==> src/rtl/enc_gray_codec.sv <==
// Binary/Gray codec with a two-stage valid/ready pipeline.
// Each word carries its own conversion mode; output transfers are counted.
module enc_gray_codec #(
    parameter int WIDTH = 10,
    parameter int CNT_W = 16
) (
    input  logic             clk,
    input  logic             rst,
    input  logic             in_valid,
    output logic             in_ready,
    input  logic [WIDTH-1:0] in_data,
    input  logic             in_mode,
    output logic             out_valid,
    input  logic             out_ready,
    output logic [WIDTH-1:0] out_data,
    output logic             out_mode,
    output logic [CNT_W-1:0] xfer_cnt
);

    logic             s1_v;
    logic             s1_m;
    logic [WIDTH-1:0] s1_d;
    logic             s2_v;
    logic             s2_m;
    logic [WIDTH-1:0] s2_d;
    logic [WIDTH-1:0] conv;
    logic             s2_load;
    logic             s1_load;
    logic             out_xfer;

    assign out_xfer = s2_v & out_ready;
    assign s2_load  = ~s2_v | out_ready;
    assign s1_load  = ~s1_v | s2_load;
    // Gated so the block never advertises space while held in reset.
    assign in_ready = ~rst & s1_load;

    always_comb begin
        conv = '0;
        if (s1_m) begin
            conv[WIDTH-1] = s1_d[WIDTH-1];
            for (int i = WIDTH - 2; i >= 0; i--) begin
                conv[i] = conv[i+1] ^ s1_d[i];
            end
        end else begin
            conv = s1_d ^ (s1_d >> 1);
        end
    end

    always_ff @(posedge clk or posedge rst) begin
        if (rst) begin
            s1_v <= 1'b0;
            s1_m <= 1'b0;
            s1_d <= '0;
        end else if (s1_load) begin
            s1_v <= in_valid;
            if (in_valid) begin
                s1_d <= in_data;
                s1_m <= in_mode;
            end
        end
    end

    always_ff @(posedge clk or posedge rst) begin
        if (rst) begin
            s2_v <= 1'b0;
            s2_m <= 1'b0;
            s2_d <= '0;
        end else if (s2_load) begin
            s2_v <= s1_v;
            if (s1_v) begin
                s2_d <= conv;
                s2_m <= s1_m;
            end
        end
    end

    always_ff @(posedge clk or posedge rst) begin
        if (rst) begin
            xfer_cnt <= '0;
        end else if (out_xfer && !(&xfer_cnt)) begin
            xfer_cnt <= xfer_cnt + 1'b1;
        end
    end

    assign out_valid = s2_v;
    assign out_data  = s2_d;
    assign out_mode  = s2_m;

endmodule
==> config.mk <==
export PLATFORM = sky130hd
export DESIGN_NAME = enc_gray_codec
export DESIGN_NICKNAME = d
export VERILOG_FILES = /design/src/rtl/enc_gray_codec.sv
export SDC_FILE = /design/constraint.sdc
export NUM_CORES = 1
export LEC_CHECK = 0
export CAP_MARGIN = 20
export CORE_MARGIN = 10
export CORE_UTILIZATION = 55
export CTS_BUF_LIST = sky130_fd_sc_hd__clkbuf_4 sky130_fd_sc_hd__clkbuf_8 sky130_fd_sc_hd__clkbuf_16
export DETAILED_ROUTE_END_ITERATION = 16
export PLACE_DENSITY = 0.85
export SLEW_MARGIN = 10
export SYNTH_ARGS = -nofsm -noshare
export SYNTH_HDL_FRONTEND = slang
export SYNTH_SLANG_ARGS = --single-unit
==> constraint.sdc <==
create_clock -name clk -period 2.7 [get_ports clk]
set_input_delay 0.405 -clock clk [delete_from_list [all_inputs] [get_ports clk]]
set_output_delay 0.405 -clock clk [all_outputs]
set_load 0.01 [all_outputs]
==> results of run 1 <==
## report_power, final
part | total [mW] | internal, mW | switching (mW) | leakage [nW]
registers | 0.899 | 0.743 | 0.156 | 0.493
clock network | 0.487 | 0.284 | 0.203 | 0.0586
logic | 0.818 | 0.478 | 0.340 | 0.634
## cell usage in the layout (no fill, tap or decap), types with 2 or more instances in the layout
| cell type | instances |
|---|---|
| clkbuf_8 | 5 |
| xor2_1 | 17 |
| o21ai_0 | 4 |
| nor3b_1 | 2 |
| inv_1 | 4 |
| nor3_1 | 6 |
| and3_1 | 3 |
| clkdlybuf4s50_1 | 43 |
| mux2_2 | 15 |
| nand4_1 | 6 |
| nand2_1 | 20 |
| nand2b_1 | 5 |
| or4_1 | 2 |
| xnor2_1 | 9 |
| o31ai_1 | 2 |
| nor4_1 | 6 |
| dfrtp_1 | 40 |
| nand3_1 | 8 |
| a21oi_1 | 4 |
| nor2_1 | 4 |
## state kept, by name, summed over array words and instances, names as in the netlist
| register | flops |
|---|---|
| xfer_cnt | 16 |
| out_data | 10 |
| s1_d | 10 |
| out_mode | 1 |
| out_valid | 1 |
| s1_m | 1 |
| s1_v | 1 |
## layer usage
layer / part of all wire [%] / track usage [%]
met5: 0 / 0
met4: 2.1 / 6.803
met3: 6.4 / 4.803
met2: 48 / 21.39
met1: 44 / 16.53
## area by class of cell
type	count	area [µm²]
flip-flops and latches	40	1001
well taps	48	60.06
fillers	276	1020
multi-input cells	134	1044
clock buffers	6	76.32
inverters	4	15.01
clock inverters	2	35.03
repair buffers	44	437.9
## metrics by stage
step	setup WS [ps]	cell area [µm²]	util (%)
after detailed placement	548.3	2557	69.34
after global placement	552.1	2557	69.34
after floorplan	933.2	2107	-
after global routing	470.0	2669	72.35
final	548.8	2669	72.35
after CTS	540.6	2669	72.35
## worst min-delay path by stage
| stage | startpoint | end |
|---|---|---|
| floorplan | s1_d[0]$_DFFE_PP0P_ | s1_d[0]$_DFFE_PP0P_ |
| global placement | out_data[8]$_DFFE_PP0P_ | out_data[8]$_DFFE_PP0P_ |
| detailed placement | out_data[4]$_DFFE_PP0P_ | out_data[4]$_DFFE_PP0P_ |
| CTS | out_data[4]$_DFFE_PP0P_ | out_data[4]$_DFFE_PP0P_ |
| global route | out_data[4]$_DFFE_PP0P_ | out_data[4]$_DFFE_PP0P_ |
| finish | out_data[6]$_DFFE_PP0P_ | out_data[6]$_DFFE_PP0P_ |
## cell families (layout without fill, tap and decap cells)
family	count (synthesis)	in the layout	share of synthesized area [%]
AOI/OAI and AO/OA	13	13	4.038
muxes	18	18	9.738
DFF	40	40	47.51
and+or+nand+nor	71	71	18.88
adders and majority gates	1	1	0.5937
buffers and inverters	11	56	2.969
xor gates and xnor gates	31	31	16.27
## critical path, cell delays in order
cell             delay, ps
clkdlybuf4s50_1        440
nor2b_1                300
a21oi_1                120
clkdlybuf4s50_1        490
==> results_dict.tcl, run 1 <==
set metrics [dict create \
    antenna_found_initial 0 \
    portBuffers 43 \
    timing.final.crit_share_pct 79.67 \
    end_kind "output port" \
    cts_resized 0 \
    grt_pass1_wl_um 7024 \
    track_usage_pct 13.72 \
    tightest_slew_ps 488.2 \
    path_max_fanout 5 \
    avgSynthCellArea_um2 11.39 \
    ir_drop_v 0.0006608 \
    cts_max_level 2 \
    hold_path_class "reg -> reg" \
    regToRegSetupSlack_ps 850 \
    first_pass_iters 4 \
    finalCriticalPeriod_ps 2151 \
    die_w_um 81.90 \
    timing.rr.end "xfer_cnt[1]$_DFFE_PP0P_" \
    yosysUniqueCellTypes 43 \
    leakagePower_nw 1.186 \
    n_antenna_cell 0 \
    synth_commonest_cells "dfrtp_1, nand2_1, xor2_1, mux2_2, xnor2_1" \
    r2r_start "xfer_cnt[0]$_DFFE_PP0P_" \
    wire_per_inst_um 15.66 \
    yosys.area.top_type "dfrtp_1" \
    synth_top_area_share_pct 47.51 \
    synth_area_leaders "dfrtp_1, mux2_2, xor2_1" \
    fin_worst_skew_ps 7.811 \
    postCtsSetupRepairBufs 0 \
    grt_pass1_vias 1486 \
    whs_ps 479.8 \
    p_total_mw 2.204 \
    maxSlewViolCount 0 \
    grt-ovfl-total 0 \
    path_clk_slew_ps 80 \
    fmax_mhz 464.9 \
    synth_edf_count 0 \
    crit_end "in_ready" \
    cts_tree "built" \
    p_per_area_nw_per_um2 825.7 \
    cp-start-kind "primary input" \
    arrival_ps 1750 \
    core_um2 3689 \
    gp_congestion 0.8344 \
    fin_tns_setup_ps 0 \
    synth.most_common_cell "dfrtp_1" \
    start_util_pct 57.12 \
    dpl.hpwl_um 3147 \
    ys_ff_latch 40 \
    relSlewSlack_pct 67.45 \
    drtAntennaViolNets 0 \
    rows 22 \
    hold_viol 0 \
    drive_gt1_share_pct 14.35 \
    finalWirelength_um 4354 \
    hold_buffers 0 \
    worst_r2r_path_depth 5 \
    status "complete, no violations" \
    cts_root_buf "clkbuf_8" \
    grt_max_degree 41 \
    routed_via_density 5.392 \
    cts_buffers 5 \
    ys_warn_count 0 \
    crit_required_ps 2300 \
    cts_sinks 40 \
    setup_viol_count_final 0 \
    synth_nets 201 \
    dr_total_vias 1499 \
    whs_path_depth 2 \
    syn_area_um2 2107 \
    rsz0062_at_grt "false" \
    async_flop_share_pct 100.0 \
    synthFlopType "dfrtp_1" \
    drt_iter0_markers 81 \
    cap_violations 0 \
    syn_inst 185 \
    dieArea_um2 6707 \
    fin_nets 245 \
    dpl.cell_count 270 \
    startpoint "out_ready" \
    die_h_um 81.90 \
    drc_errors 0 \
    syn_to_final_growth_pct 26.66 \
    clockBufferDepth 2 \
    ys_seq_area_share_pct 47.51 \
    clk_latency_ps 300 \
    fin_cells 278 \
    io_pins 44 \
    path_class "in -> out" \
]
Power figures use the tool's default switching activity.
==> run 2: changes to the inputs <==
- CORE_UTILIZATION: 55 -> 51
- PLACE_DENSITY: 0.85 -> 0.8
- clock period: 2.7 -> 2 ns (I/O delays scaled with it)
==> run 2 against run 1 <==
Against the previous run:
- cell count is 2.9% higher
- register-to-register slack got worse by 660 ps
- clock skew shrank 5.6 ps
- utilization is 4.9 points lower
- total power up 31%
- die area up 5.9%
- worst hold slack worse by 20 ps
- critical path depth unchanged
- design area is 1.1% higher
- via count up 2.1%
- count of clock-buffer cells in the layout is the same
- critical endpoint unchanged
- largest cell class unchanged
==> results_dict.tcl, run 2 (synthesis results as in run 1) <==
set metrics [dict create \
    drc_errors 0 \
    grt-ovfl-total 0 \
    pwr-share-seq_pct 42.0 \
    end_kind "output port" \
    cts_resized 0 \
    cp-start-kind "primary input" \
    rows 23 \
    finalCriticalPeriod_ps 1886 \
    fin_nets 251 \
    n_antenna_cell 0 \
    drive_gt1_share_pct 16.53 \
    grt_pass1_wl_um 7376 \
    crit_required_ps 1700 \
    cts_root_buf "clkbuf_8" \
    antenna_found_initial 0 \
    gp_congestion 0.7971 \
    postCtsSetupRepairBufs 0 \
    regMostFlops "xfer_cnt" \
    cap_violations 0 \
    arrival_ps 1590 \
    leakagePower_nw 1.207 \
    cts_buffers 5 \
    final_common_cell "clkdlybuf4s50_1" \
    tightest_slew_ps 512.4 \
    start_util_pct 52.67 \
    path_clk_slew_ps 80 \
    multiInputGateArea_um2 1044 \
    fin_tns_setup_ps 0 \
    whs_ps 459.3 \
    layout_setup_ws_ps 113.6 \
    fmax_mhz 530.1 \
    dieArea_um2 7102 \
    track_usage_pct 12.32 \
    swShare_pct 32.85 \
    hold_path_class "in -> async" \
    grt_max_degree 41 \
    io_pins 44 \
    fin_worst_skew_ps 2.190 \
    dpl.hpwl_um 3342 \
    power.internal_mw 1.936 \
    path_class "in -> out" \
    grt_pass1_vias 1530 \
    dp_slack_ps 96.81 \
    first_pass_iters 6 \
    power.net_switching_mw 0.9471 \
    die_h_um 84.28 \
    largest_reg_flops 16 \
    hold_buffers 0 \
    p_per_area_nw_per_um2 1069 \
    ir_drop_v 0.0007417 \
    portBuffers 43 \
    fill_cells 318 \
    clk_latency_ps 290 \
    final-seq-area_um2 1001 \
    drt_iter0_markers 92 \
    routed_via_density 5.353 \
    core_um2 4000 \
    wire_per_inst_um 15.43 \
    syn_to_final_growth_pct 28.03 \
    clockPowerShare_pct 19.3 \
    drtAntennaViolNets 0 \
    setup_viol_count_final 0 \
    finalWirelength_um 4412 \
    cts_max_level 2 \
    path_max_fanout 3 \
    timing.final.crit_share_pct 94.32 \
    p_comb_share_pct 38.6 \
    rsz0062_at_grt "false" \
    maxSlewViolCount 0 \
    clockBufferDepth 2 \
    cts_tree "built" \
    dr_total_vias 1531 \
    hold_viol 0 \
    die_w_um 84.28 \
    relSlewSlack_pct 65.84 \
    cts_sinks 40 \
    final_cell_mix "clkdlybuf4s50_1, dfrtp_1, nand2_1" \
    status "complete, no violations" \
]
run 2: power by group through the flow:
| stage | sequential (mW) | combinational [mW] | clock, mW |
|---|---|---|---|
| final | 1.21 | 1.11 | 0.556 |
| after global routing | 1.25 | 1.21 | 0.600 |
| after CTS | 1.22 | 1.14 | 0.572 |
| after detailed placement | 1.23 | 1.13 | 0 |
| after global placement | 1.22 | 1.10 | 0 |
| after floorplan | 1.25 | 0.609 | 0 |
run 2: through the flow:
step / area, µm² / utilization, % / total power [mW] / cells
global placement: 2605 / 65.12 / 2.319 / 278
finish: 2698 / 67.44 / 2.883 / 286
global route: 2698 / 67.44 / 3.057 / 286
detailed placement: 2605 / 65.12 / 2.361 / 278
floorplan: 2107 / - / 1.862 / 185
CTS: 2698 / 67.44 / 2.923 / 286
run 2: layer usage:
metal	wire length (µm)	global-route usage, %
met1	1968	14.90
met2	2142	19.71
met3	242	4.541
met4	58	4.110
met5	0	0
run 2: cell type report:
cell class	instances	share of cell area, %
Timing Repair Buffer	50	17.90
Inverter	4	0.5566
Clock buffer	6	3.061
Sequential cell	40	37.11
Tap cell	50	2.319
Clock inverter	2	0.3711
Multi-Input combinational cell	134	38.68
run 2: path summary, 6_finish.rpt:
| check | startpoint | to | slack [ps] | cells after the start |
|---|---|---|---|---|
| worst max register to register | xfer_cnt[0]$_DFFE_PP0P_ | xfer_cnt[14]$_DFFE_PP0P_ | 190 | 5 |
| max in group asynchronous | rst | s1_d[9]$_DFFE_PP0P_ | 1180 | 3 |
| worst max-delay path | out_ready | in_ready | 110 | 4 |
| worst min register to register | out_data[6]$_DFFE_PP0P_ | out_data[6]$_DFFE_PP0P_ | 480 | 2 |
| min in group clk | out_data[6]$_DFFE_PP0P_ | out_data[6]$_DFFE_PP0P_ | 480 | 2 |
| worst min-delay path | rst | out_valid$_DFFE_PP0P_ | 460 | 3 |
run 2: worst max-delay path, cell delays in order:
cell	delay, ps
clkdlybuf4s50_1	490
nor2b_1	80
a21oi_1	150
clkdlybuf4s50_1	560
